File: config.mk
export PLATFORM = sky130hd
export DESIGN_NAME = gate_tt_sequencer
export DESIGN_NICKNAME = d
export VERILOG_FILES = /design/src/rtl/gate_tt_pkg.sv /design/src/rtl/gate_tt_sequencer_settle_timer.sv /design/src/rtl/gate_tt_sequencer.sv
export SDC_FILE = /design/constraint.sdc
export NUM_CORES = 1
export LEC_CHECK = 0
export BUFFER_PORTS_ARGS = -buffer_cell sky130_fd_sc_hd__clkbuf_2
export CAP_MARGIN = 40
export CORE_MARGIN = 2
export CORE_UTILIZATION = 25
export CTS_BUF_LIST = sky130_fd_sc_hd__clkbuf_4
export DETAILED_ROUTE_END_ITERATION = 16
export HOLD_SLACK_MARGIN = 0.02
export MAX_ROUTING_LAYER = met4
export SLEW_MARGIN = 40
export SYNTH_ARGS = -nofsm -noshare
export SYNTH_HDL_FRONTEND = slang
export SYNTH_HIERARCHICAL = 1
export SYNTH_SLANG_ARGS = --single-unit
File: constraint.sdc
create_clock -name clk -period 1.6 [get_ports clk]
set_input_delay 0.16 -clock clk [delete_from_list [all_inputs] [get_ports clk]]
set_output_delay 0.16 -clock clk [all_outputs]
set_load 0.02 [all_outputs]
File: src/rtl/gate_tt_pkg.sv
// Shared definitions for the 2-input gate truth-table sequencer:
// state encoding, reference truth tables and the sweep result record.
package gate_tt_pkg;

  localparam logic [2:0] ST_IDLE   = 3'd0;
  localparam logic [2:0] ST_APPLY  = 3'd1;
  localparam logic [2:0] ST_WAIT   = 3'd2;
  localparam logic [2:0] ST_SAMPLE = 3'd3;
  localparam logic [2:0] ST_REPORT = 3'd4;

  typedef enum logic [2:0] {
    IDLE   = ST_IDLE,
    APPLY  = ST_APPLY,
    WAIT   = ST_WAIT,
    SAMPLE = ST_SAMPLE,
    REPORT = ST_REPORT
  } state_t;

  // Bit i is the gate output for {in1,in2} == i.
  localparam logic [3:0] TT_AND  = 4'b1000;
  localparam logic [3:0] TT_OR   = 4'b1110;
  localparam logic [3:0] TT_XOR  = 4'b0110;
  localparam logic [3:0] TT_NAND = 4'b0111;
  localparam logic [3:0] TT_NOR  = 4'b0001;
  localparam logic [3:0] TT_XNOR = 4'b1001;

  // Result of one sweep, as presented on the output ports.
  typedef struct packed {
    logic [3:0] observed;
    logic [3:0] fail_mask;
    logic       pass;
  } tt_result_t;

endpackage

File: src/rtl/gate_tt_sequencer_settle_timer.sv
// Settle timer: 4-bit up-counter, cleared on entry to a vector and run while
// waiting; tc flags the last wait cycle so the FSM leaves WAIT after exactly
// SETTLE_CYCLES cycles.
module settle_timer #(
  parameter int unsigned SETTLE_CYCLES = 2
) (
  input  logic clk,
  input  logic rst_n,
  input  logic clr,
  input  logic en,
  output logic tc
);

  logic [3:0] cnt;

  // Count wait cycles; clear has priority over enable.
  always_ff @(posedge clk) begin
    if (!rst_n)   cnt <= '0;
    else if (clr) cnt <= '0;
    else if (en)  cnt <= cnt + 4'd1;
  end

  // cnt is 0 on the first wait cycle, so the terminal cycle is SETTLE_CYCLES-1.
  assign tc = ({1'b0, cnt} + 5'd1) == 5'(SETTLE_CYCLES);

endmodule

File: src/rtl/gate_tt_sequencer.sv
// Self-test sequencer for a 2-input combinational gate: drives the four input
// vectors in order 00,01,10,11, lets each settle, samples the gate output and
// compares the captured truth table against the one latched at start.
module gate_tt_sequencer
  import gate_tt_pkg::*;
#(
  parameter int unsigned SETTLE_CYCLES = 2
) (
  input  logic       clk,
  input  logic       rst_n,
  input  logic       start,
  input  logic [3:0] expected,
  input  logic       gate_out,
  output logic       in1,
  output logic       in2,
  output logic       busy,
  output logic       done,
  output logic       pass,
  output logic [3:0] observed,
  output logic [3:0] fail_mask
);

  state_t     state;
  logic [1:0] idx;
  logic [3:0] exp_q;
  logic       tc;
  tt_result_t res;

  settle_timer #(.SETTLE_CYCLES(SETTLE_CYCLES)) u_timer (
    .clk   (clk),
    .rst_n (rst_n),
    .clr   (state == APPLY),
    .en    (state == WAIT),
    .tc    (tc)
  );

  // Sweep FSM with registered gate inputs, status and results.
  always_ff @(posedge clk) begin
    if (!rst_n) begin
      state <= IDLE;
      idx   <= '0;
      exp_q <= '0;
      in1   <= 1'b0;
      in2   <= 1'b0;
      busy  <= 1'b0;
      done  <= 1'b0;
      res   <= '0;
    end else begin
      done <= 1'b0;
      case (state)
        IDLE: begin
          if (start) begin
            // Expected table is frozen here; later changes cannot affect the verdict.
            exp_q <= expected;
            idx   <= '0;
            res   <= '0;
            busy  <= 1'b1;
            state <= APPLY;
          end
        end
        APPLY: begin
          {in1, in2} <= idx;
          state      <= (SETTLE_CYCLES == 0) ? SAMPLE : WAIT;
        end
        WAIT: begin
          if (tc) state <= SAMPLE;
        end
        SAMPLE: begin
          res.observed[idx] <= gate_out;
          if (idx == 2'd3) begin
            state <= REPORT;
          end else begin
            idx   <= idx + 2'd1;
            state <= APPLY;
          end
        end
        REPORT: begin
          done          <= 1'b1;
          res.fail_mask <= res.observed ^ exp_q;
          res.pass      <= (res.observed == exp_q);
          in1           <= 1'b0;
          in2           <= 1'b0;
          busy          <= 1'b0;
          state         <= IDLE;
        end
        default: state <= IDLE;
      endcase
    end
  end

  assign pass      = res.pass;
  assign observed  = res.observed;
  assign fail_mask = res.fail_mask;

endmodule

# [Yosys cells after proc, flatten, opt, wreduce, memory -nomap -nowiden]
# Cells that the tools add are included.
[totals] register_bits=26 word_cells=57
[classes] addsub=3 n_lt_le_gt_ge=2 n_eq_ne=10 n_mux=18 bitwise_logic=2 n_reduce_logical=11
[ops] cell="one-hot mux 3 bit (4 select lines)" count=1
[ops] cell="one-hot mux 5 bit (2 select lines)" count=1
[ops] cell="2-to-1 mux 3 bit" count=3
[ops] cell="2-to-1 mux 9 bit" count=1
[ops] cell="one-hot mux 4 bit (2 select lines)" count=1
[ops] cell="AND reduction 2 bit" count=4
[ops] cell="== test 3 x 2 -> 1 bit (second input constant)" count=2
[ops] cell="!= test 2 bit (second input constant)" count=3
[ops] cell="one-hot mux 1 bit (2 select lines)" count=3
[ops] cell="nonzero test 2 bit" count=3
[ops] cell="adder 4 x 1 -> 5 bit (second input constant)" count=1
[ops] cell="== test 5 x 2 -> 1 bit (second input constant)" count=1
[ops] cell="adder 4 x 1 -> 4 bit (second input constant)" count=1
[ops] cell="bitwise mux 4 bit" count=1
[ops] cell="== test 4 bit" count=1
[ops] cell="2-to-1 mux 2 bit" count=2
[ops] cell="one-hot mux 2 bit (2 select lines)" count=1
[ops] cell="bitwise XOR 4 bit" count=1
[ops] cell="== test 3 x 1 -> 1 bit (second input constant)" count=1
[ops] cell="== test 3 bit (second input constant)" count=1
[ops] cell="zero test 3 bit" count=1
[ops] cell="less-than comparator 2 x 3 -> 1 bit (second input constant)" count=1
[ops] cell="2-to-1 mux 1 bit" count=3
[ops] cell="AND reduction 3 bit" count=1
[ops] cell="other kinds (7)" count=7

# [Longest topological paths before layout]
# Gate-level depths: netlist of run 1.
[depth] word_depth=6 mapped_depth=7

# [Hierarchy]
# The synthesis of run 1 kept the hierarchy.
[by_module_without_submodules] module="gate_tt_sequencer" n_inst=1 cells_each=113 area_per_inst_um2=1051.0
[by_module_without_submodules] module="settle_timer" n_inst=1 cells_each=23 area_per_inst_um2=200.2

# [Worst setup path before layout of run 1]
# OpenSTA, ideal clock, no wires.
[synth_timing] path_type="reg2reg" startpoint="reg state[1]" endpoint="reg fail_mask[2] (netlist name)" setup_ns=0.115 arrival_ns=1.411 required_ns=1.485 slack_ns=0.075 stages_incl_launch_ff=6 n_path_buf=2 period_less_slack_ns=1.525 cell_sequence="dfxtp_1 buf_4 or4b_1 buf_6 and3_4 o21a_1"
[synth_between] elab_chain_cells=3 elab_cells_between_ends=6
[synth_lines] element="start: declaration" line_no="gate_tt_sequencer.sv:23" source="state_t state;"
[synth_lines] element="start signal: assignment" line_no="gate_tt_sequencer.sv:63" source="state <= (SETTLE_CYCLES == 0) ? SAMPLE : WAIT;"
[synth_lines] element="== test 3 bit / zero test 3 bit (equally long branches)" line_no="gate_tt_sequencer.sv:50" source="case (state)"
[synth_lines] element="nonzero test 2 bit (no source line) / != test 2 bit (equally long branches)"
[synth_lines] element="AND reduction 2 bit (no source line)"
# Parallel ways exist; a longest one is shown, timed or not.
# A chain may end at the register's enable or synchronous reset.

# [Final worst setup path of run 1]
[layout_timing] startpoint="reg state[2]" endpoint="reg fail_mask[2] (netlist name)"
[layout_between] elab_chain_cells=3 elab_cells_between_ends=6
[layout_lines] element="== test 3 bit / zero test 3 bit (equally long branches)" line_no="gate_tt_sequencer.sv:50"
[layout_lines] element="nonzero test 2 bit (no source line) / != test 2 bit (equally long branches)"
[layout_lines] element="AND reduction 2 bit (no source line)"
# Parallel ways exist; a longest one is shown, timed or not.

==> flow_results.xml, run 1 <==
<?xml version="1.0" encoding="UTF-8"?>
<metrics>
  <group name="worst_setup_path">
    <metric name="worstSetupStartpointType" unit="">flop</metric>
    <metric name="critical_path.startpoint" unit="">state[2]$_SDFFE_PN0P_</metric>
    <metric name="worst-setup-path-type" unit="">reg -&gt; reg</metric>
    <metric name="worstPathArrival" unit="ns">1.73</metric>
    <metric name="setup.worst_path.end_class" unit="">flop</metric>
    <metric name="timing.rr.start" unit="">state[2]$_SDFFE_PN0P_</metric>
    <metric name="critPathMaxFanout" unit="">9</metric>
    <metric name="cp_data_required_time" unit="ns">1.83</metric>
  </group>
  <group name="yosys">
    <metric name="syn_inst" unit="">136</metric>
    <metric name="synthesis.area_per_instance" unit="um2">9.20</metric>
    <metric name="synth_ff_type" unit="">dfxtp_1</metric>
    <metric name="syn_area" unit="um2">1250</metric>
    <metric name="synth.distinct_cells" unit="">36</metric>
    <metric name="synth.yosys.warnings" unit="">6</metric>
    <metric name="synth.ff_latch_count" unit="">26</metric>
    <metric name="mappedNetlistNets" unit="">150</metric>
    <metric name="async_sr_flop_fraction" unit="">0</metric>
    <metric name="synth_enable_flop_cells" unit="">0</metric>
    <metric name="seq_area_frac_synth" unit="">0.416</metric>
  </group>
  <group name="die">
    <metric name="ios" unit="">21</metric>
    <metric name="fp.dieH" unit="um">74.7</metric>
    <metric name="die_w" unit="um">74.7</metric>
    <metric name="num_rows" unit="">25</metric>
    <metric name="start_util" unit="">0.261</metric>
    <metric name="core_area" unit="um2">4790</metric>
    <metric name="die-area" unit="um2">5590</metric>
  </group>
  <group name="timing">
    <metric name="timing.hold.ws" unit="ns">0.0495</metric>
    <metric name="finalWorstPathRequiredPeriod" unit="ns">1.50</metric>
    <metric name="rsz0062_at_grt" unit="">no</metric>
    <metric name="setup-tns-final" unit="ns">0</metric>
    <metric name="final_min_period_over_clock_period" unit="">0.938</metric>
    <metric name="max_slew.worst_pin.slew" unit="ns">0.488</metric>
    <metric name="setup_viol_count_final" unit="">0</metric>
    <metric name="relSlewSlack" unit="">0.675</metric>
    <metric name="clock_skew" unit="ns">0.0100</metric>
    <metric name="fmax" unit="GHz">0.666</metric>
    <metric name="finalHoldViolations" unit="">0</metric>
    <metric name="number_of_max_slew_violations_in_the_final_report" unit="">0</metric>
  </group>
  <group name="clock_network">
    <metric name="post_cts_resized" unit="">0</metric>
    <metric name="inserted_clock_buffers" unit="">3</metric>
    <metric name="cts_setup_buffers" unit="">0</metric>
    <metric name="cts_root_buf" unit="">clkbuf_4</metric>
    <metric name="clock_latency" unit="ns">0.32</metric>
    <metric name="cts_sinks" unit="">26</metric>
    <metric name="cts-htree-levels" unit="">1</metric>
    <metric name="cts_tree" unit="">done</metric>
    <metric name="cts_stage_hold_buffer_count" unit="">0</metric>
    <metric name="clk_path_buf_depth" unit="">2</metric>
    <metric name="worst_setup_hold_path_clk_slew" unit="ns">0.14</metric>
  </group>
  <group name="place">
    <metric name="gpl_congestion" unit="">0.708</metric>
    <metric name="detailed_place_hpwl" unit="um">1880</metric>
    <metric name="placed_area" unit="um2">1460</metric>
    <metric name="place.detailed.instances" unit="">225</metric>
    <metric name="port_buffers" unit="">20</metric>
  </group>
  <group name="power_and_ir_drop">
    <metric name="gate_power_share" unit="">0.137</metric>
    <metric name="clkPwrFrac" unit="">0.250</metric>
    <metric name="power_switching_share" unit="">0.253</metric>
    <metric name="p_switching" unit="uW">282</metric>
    <metric name="share_seq_of_total_power" unit="">0.613</metric>
    <metric name="intPower" unit="uW">831</metric>
    <metric name="irDropWorstVdd" unit="mV">0.417</metric>
    <metric name="power_density" unit="nW/um2">751</metric>
    <metric name="leakage" unit="nW">0.608</metric>
    <metric name="finalPower" unit="mW">1.11</metric>
  </group>
  <group name="global_routing">
    <metric name="initial_antenna_violation_count" unit="">0</metric>
    <metric name="pin_count_of_the_biggest_net_entering_global_routing" unit="">28</metric>
    <metric name="grt_use_total" unit="">0.0980</metric>
    <metric name="grt_first_pass_wirelength" unit="um">4130</metric>
    <metric name="globalRoute.totalOverflow" unit="">0</metric>
    <metric name="number_of_global_route_vias_before_repair" unit="">883</metric>
  </group>
  <group name="hold_path">
    <metric name="hold_path.class" unit="">in -&gt; reg</metric>
    <metric name="worst_hold_start" unit="">expected[2]</metric>
  </group>
  <group name="routing">
    <metric name="number_of_violations_reported_at_the_end_of_detailed_routing_iteration_0" unit="">42</metric>
    <metric name="dr.pass1.iters" unit="">4</metric>
    <metric name="remaining_drc_errors" unit="">0</metric>
    <metric name="via_per_inst" unit="">4.34</metric>
    <metric name="drt_wl_total" unit="um">2510</metric>
    <metric name="avgRoutedWirePerCell" unit="um">10.9</metric>
    <metric name="antenna_nets_post_route" unit="">0</metric>
    <metric name="route.vias.total" unit="">995</metric>
  </group>
  <group name="finish">
    <metric name="fin_area" unit="um2">1480</metric>
    <metric name="fraction_of_layout_cells_with_a_size_suffix_above_1" unit="">0.259</metric>
    <metric name="antenna_cells" unit="">0</metric>
    <metric name="areaGrowthSynthToFinish" unit="%">18.5</metric>
    <metric name="finish.net_count" unit="">177</metric>
    <metric name="layout.cells.non_filler" unit="">229</metric>
  </group>
  <group name="flow_run">
    <metric name="cap_viol_max_count" unit="">0</metric>
  </group>
  <group name="outcome">
    <metric name="outcome" unit="">complete, no violations</metric>
  </group>
</metrics>
[worst max-delay path, stage by stage, from the launching register on]
cell and delay [ns]:
dfxtp_1 0.49, or3b_2 0.56, and3_4 0.20, o21a_1 0.17
[per-stage QoR]
step,setup slack [ns],util
after floorplan,0.0746,-
after global placement,0.103,0.304
after detailed placement,0.121,0.304
after CTS,0.0929,0.310
after global routing,0.0160,0.310
final,0.0986,0.310
[kinds of logic after synthesis]
| kind of cell | count (synthesis) | synth area share |
|---|---|---|
| AND/OR/NAND/NOR | 55 | 0.231 |
| flip-flops | 26 | 0.416 |
| AO/OA/AOI/OAI | 25 | 0.148 |
| buffers and inverters | 12 | 0.0520 |
| XOR/XNOR | 7 | 0.0490 |
| adder cells (fa/ha/maj) | 6 | 0.0600 |
| multiplexers | 5 | 0.0440 |
[cell usage after synthesis (all sizes together), types with 2 or more instances]
cell | count | area share
a21boi | 11 | 0.066
buf | 4 | 0.028
clkbuf | 3 | 0.0090
dfxtp | 26 | 0.42
ha | 6 | 0.060
inv | 5 | 0.015
mux2 | 4 | 0.036
nand2 | 25 | 0.075
nand3 | 5 | 0.020
nor2 | 7 | 0.021
nor3 | 2 | 0.0080
nor3b | 2 | 0.012
o211a | 2 | 0.016
o211ai | 2 | 0.012
o21a | 2 | 0.012
o22ai | 5 | 0.025
or3b | 3 | 0.021
xnor2 | 2 | 0.014
xor2 | 5 | 0.035
[cells in the final DEF (no fill, tap or decap), types with 2 or more instances in the layout]
master,count
o22ai_1,5
nor3_1,2
inv_1,5
xor2_1,5
clkbuf_2,20
nand3_1,5
buf_4,9
or3b_2,3
nor2_1,7
dfxtp_1,26
mux2_2,4
o211a_1,2
ha_1,6
xnor2_1,2
o211ai_1,2
a21boi_0,11
nand2_1,25
nor3b_1,2
clkbuf_4,3
o21a_1,2
[routing by layer]
metal	up-vias	routed length, um	global-route usage	part of all wire
li1	520	-	-	-
met1	456	1320	0.134	0.53
met2	17	1070	0.147	0.43
met3	2	109	0.0295	0.044
met4	0	4	0.0119	0.0016
met5	-	0	-	0
[flip-flops by register name, indices dropped and copies added, names as in the netlist]
register and flops:
u_timer/cnt 4, pass 1, fail_mask 4, exp_q 4
observed 4, state 3, in2 1, done 1
in1 1, idx 2, busy 1
[power by group through the flow]
stage                     clock network, mW  logic, mW  registers, mW
after floorplan                           0      0.110          0.696
after global placement                    0      0.153          0.696
after detailed placement                  0      0.154          0.698
after CTS                             0.295      0.155          0.683
after global routing                  0.317      0.172          0.686
final                                 0.278      0.152          0.683
[worst paths after layout]
| check | to | slack (ns) | depth (start not counted) |
|---|---|---|---|
| max reg2reg | fail_mask[2]$_SDFFE_PN0P_ | 0.1 | 3 |
| max | fail_mask[2]$_SDFFE_PN0P_ | 0.1 | 3 |
| min | exp_q[2]$_SDFFE_PN0P_ | 0.05 | 3 |
| min reg2reg | exp_q[0]$_SDFFE_PN0P_ | 0.49 | 2 |
[area by class of cell]
cell class                 count  area [um2]
inverter                       5        18.8
timing repair buffer          29         168
multi-input combinational     98         666
sequential                    26         520
clock inverter                 1        3.75
fill                         501        3300
clock buffer                   3        22.5
tap                           67        83.8
Power figures use the tool's default switching activity.
==> inputs of run 2 (changes only) <==
- SETUP_SLACK_MARGIN: unset -> 0.1
==> run 2 against run 1 <==
Maximum frequency up 1.7%. Sequential share of layout area down 0.051 points. Critical path depth up 1. Non-clock buffer count up 1. Register-to-register slack better by 0.02 ns. Global-route usage up 1.1 points. Cell area up 1.4%. Worst hold slack worse by 0.014 ns. Routed wire length up 6.3%. Clock power up 6%. Highest routed layer unchanged.
==> flow_results.xml, run 2 (synthesis gave the netlist of run 1 again) <==
<?xml version="1.0" encoding="UTF-8"?>
<metrics>
  <group name="clock_network">
    <metric name="worst_setup_hold_path_clk_slew" unit="ns">0.14</metric>
    <metric name="cts_tree" unit="">done</metric>
    <metric name="cts-htree-levels" unit="">1</metric>
    <metric name="clock_latency" unit="ns">0.33</metric>
    <metric name="cts_stage_hold_buffer_count" unit="">0</metric>
    <metric name="cts_setup_buffers" unit="">0</metric>
    <metric name="cts_root_buf" unit="">clkbuf_4</metric>
    <metric name="inserted_clock_buffers" unit="">3</metric>
    <metric name="post_cts_resized" unit="">0</metric>
    <metric name="cts_sinks" unit="">26</metric>
    <metric name="clk_path_buf_depth" unit="">2</metric>
  </group>
  <group name="global_routing">
    <metric name="grt_first_pass_wirelength" unit="um">4460</metric>
    <metric name="grt_use_total" unit="">0.109</metric>
    <metric name="number_of_global_route_vias_before_repair" unit="">939</metric>
    <metric name="initial_antenna_violation_count" unit="">0</metric>
    <metric name="pin_count_of_the_biggest_net_entering_global_routing" unit="">16</metric>
    <metric name="globalRoute.totalOverflow" unit="">0</metric>
  </group>
  <group name="power_and_ir_drop">
    <metric name="leakage" unit="nW">0.615</metric>
    <metric name="finalPower" unit="mW">1.14</metric>
    <metric name="irDropWorstVdd" unit="mV">0.309</metric>
    <metric name="power_density" unit="nW/um2">757</metric>
  </group>
  <group name="place">
    <metric name="port_buffers" unit="">20</metric>
    <metric name="dp_worst_setup_slack" unit="ns">0.141</metric>
    <metric name="gpl_congestion" unit="">0.700</metric>
    <metric name="detailed_place_hpwl" unit="um">1960</metric>
    <metric name="placed_area" unit="um2">1460</metric>
    <metric name="place.detailed.instances" unit="">226</metric>
  </group>
  <group name="worst_setup_path">
    <metric name="worst-r2r-cell-count" unit="">4</metric>
    <metric name="worst-setup-path-type" unit="">reg -&gt; reg</metric>
    <metric name="critical_path.startpoint" unit="">state[1]$_SDFFE_PN0P_</metric>
    <metric name="minimum_setup_slack_among_reg_to_reg_paths" unit="ns">0.12</metric>
    <metric name="critPathMaxFanout" unit="">9</metric>
    <metric name="setup.worst_path.end_class" unit="">flop</metric>
    <metric name="worstSetupStartpointType" unit="">flop</metric>
    <metric name="timing.rr.start" unit="">state[1]$_SDFFE_PN0P_</metric>
    <metric name="worstReg2RegEnd" unit="">idx[0]$_SDFFE_PN0P_</metric>
    <metric name="cp_data_required_time" unit="ns">1.81</metric>
    <metric name="worstPathArrival" unit="ns">1.69</metric>
  </group>
  <group name="timing">
    <metric name="number_of_max_slew_violations_in_the_final_report" unit="">0</metric>
    <metric name="finalWorstPathRequiredPeriod" unit="ns">1.48</metric>
    <metric name="finalHoldViolations" unit="">0</metric>
    <metric name="timing.hold.ws" unit="ns">0.0355</metric>
    <metric name="max_slew.worst_pin.slew" unit="ns">0.252</metric>
    <metric name="worst_slack" unit="ns">0.123</metric>
    <metric name="clock_skew" unit="ns">0.00258</metric>
    <metric name="setup_viol_count_final" unit="">0</metric>
    <metric name="final_min_period_over_clock_period" unit="">0.923</metric>
    <metric name="rsz0062_at_grt" unit="">yes</metric>
    <metric name="fmax" unit="GHz">0.677</metric>
    <metric name="setup-tns-final" unit="ns">0</metric>
    <metric name="relSlewSlack" unit="">0.831</metric>
  </group>
  <group name="finish">
    <metric name="fillers" unit="">510</metric>
    <metric name="fin_area" unit="um2">1500</metric>
    <metric name="fraction_of_layout_cells_with_a_size_suffix_above_1" unit="">0.301</metric>
    <metric name="layout_common_cells" unit="">nand2_1 (25), dfxtp_1 (21), clkbuf_2 (20)</metric>
    <metric name="layout.cells.non_filler" unit="">230</metric>
    <metric name="areaGrowthSynthToFinish" unit="%">20.1</metric>
    <metric name="finish.net_count" unit="">178</metric>
    <metric name="leading_cell_type_in_the_layout_fill_and_taps_excluded" unit="">nand2_1</metric>
    <metric name="antenna_cells" unit="">0</metric>
    <metric name="final_util" unit="">0.314</metric>
  </group>
  <group name="routing">
    <metric name="remaining_drc_errors" unit="">0</metric>
    <metric name="number_of_violations_reported_at_the_end_of_detailed_routing_iteration_0" unit="">46</metric>
    <metric name="avgRoutedWirePerCell" unit="um">11.6</metric>
    <metric name="via_per_inst" unit="">4.32</metric>
    <metric name="antenna_nets_post_route" unit="">0</metric>
    <metric name="route.vias.total" unit="">993</metric>
    <metric name="dr.pass1.iters" unit="">4</metric>
    <metric name="drt_wl_total" unit="um">2660</metric>
  </group>
  <group name="die">
    <metric name="start_util" unit="">0.261</metric>
    <metric name="die_w" unit="um">74.7</metric>
    <metric name="die-area" unit="um2">5590</metric>
    <metric name="core_area" unit="um2">4790</metric>
    <metric name="ios" unit="">21</metric>
    <metric name="fp.dieH" unit="um">74.7</metric>
    <metric name="num_rows" unit="">25</metric>
  </group>
  <group name="hold_path">
    <metric name="hold_path.class" unit="">in -&gt; reg</metric>
    <metric name="min_delay_path_depth" unit="">3</metric>
    <metric name="worst_hold_start" unit="">expected[1]</metric>
    <metric name="whs_endpoint" unit="">exp_q[1]$_SDFFE_PN0P_</metric>
  </group>
  <group name="outcome">
    <metric name="outcome" unit="">complete, no violations</metric>
  </group>
  <group name="flow_run">
    <metric name="cap_viol_max_count" unit="">0</metric>
  </group>
</metrics>
==> run 2: power breakdown <==
group	total [mW]	switching [mW]	internal [mW]	leakage [nW]
Clock	0.296	0.204	0.0917	0.0154
Sequential	0.688	0.0195	0.668	0.213
Combinational	0.154	0.0783	0.0755	0.387
Total	1.14	0.302	0.835	0.615
==> run 2: layer usage <==
layer,up-vias,track usage,part of all wire
met4,0,0.0417,0.010
met5,-,-,0
met1,450,0.147,0.52
li1,522,-,-
met3,4,0.0335,0.035
met2,17,0.153,0.43
==> run 2: layout make-up <==
type	instances	area, um2	share of cell area
flip-flops and latches	26	527	0.351
inverters	5	18.8	0.0125
repair buffers	30	179	0.119
multi-input cells	98	668	0.445
clock inverters	1	3.75	0.00250
clock buffers	3	22.5	0.0150
well taps	67	83.8	0.0558
==> run 2: worst max-delay path, cell delays in order, from the launching register on <==
cell,delay [ns]
dfxtp_2,0.37
or4b_1,0.57
buf_6,0.17
o211ai_1,0.11
a21boi_0,0.14
==> run 2: how the worst max path moves through the flow <==
stage | endpoint | slack (ns) | cells after the start
6_report | idx[0]$_SDFFE_PN0P_ | 0.12 | 4
5_1_grt | idx[0]$_SDFFE_PN0P_ | 0.05 | 4
4_1_cts | idx[1]$_SDFFE_PN0P_ | 0.11 | 4
3_5_place_dp | idx[1]$_SDFFE_PN0P_ | 0.14 | 4
3_3_place_gp | u_timer/cnt[1]$_SDFFE_PP0P_ | 0.15 | 4
2_1_floorplan | fail_mask[2]$_SDFFE_PN0P_ | 0.09 | 5
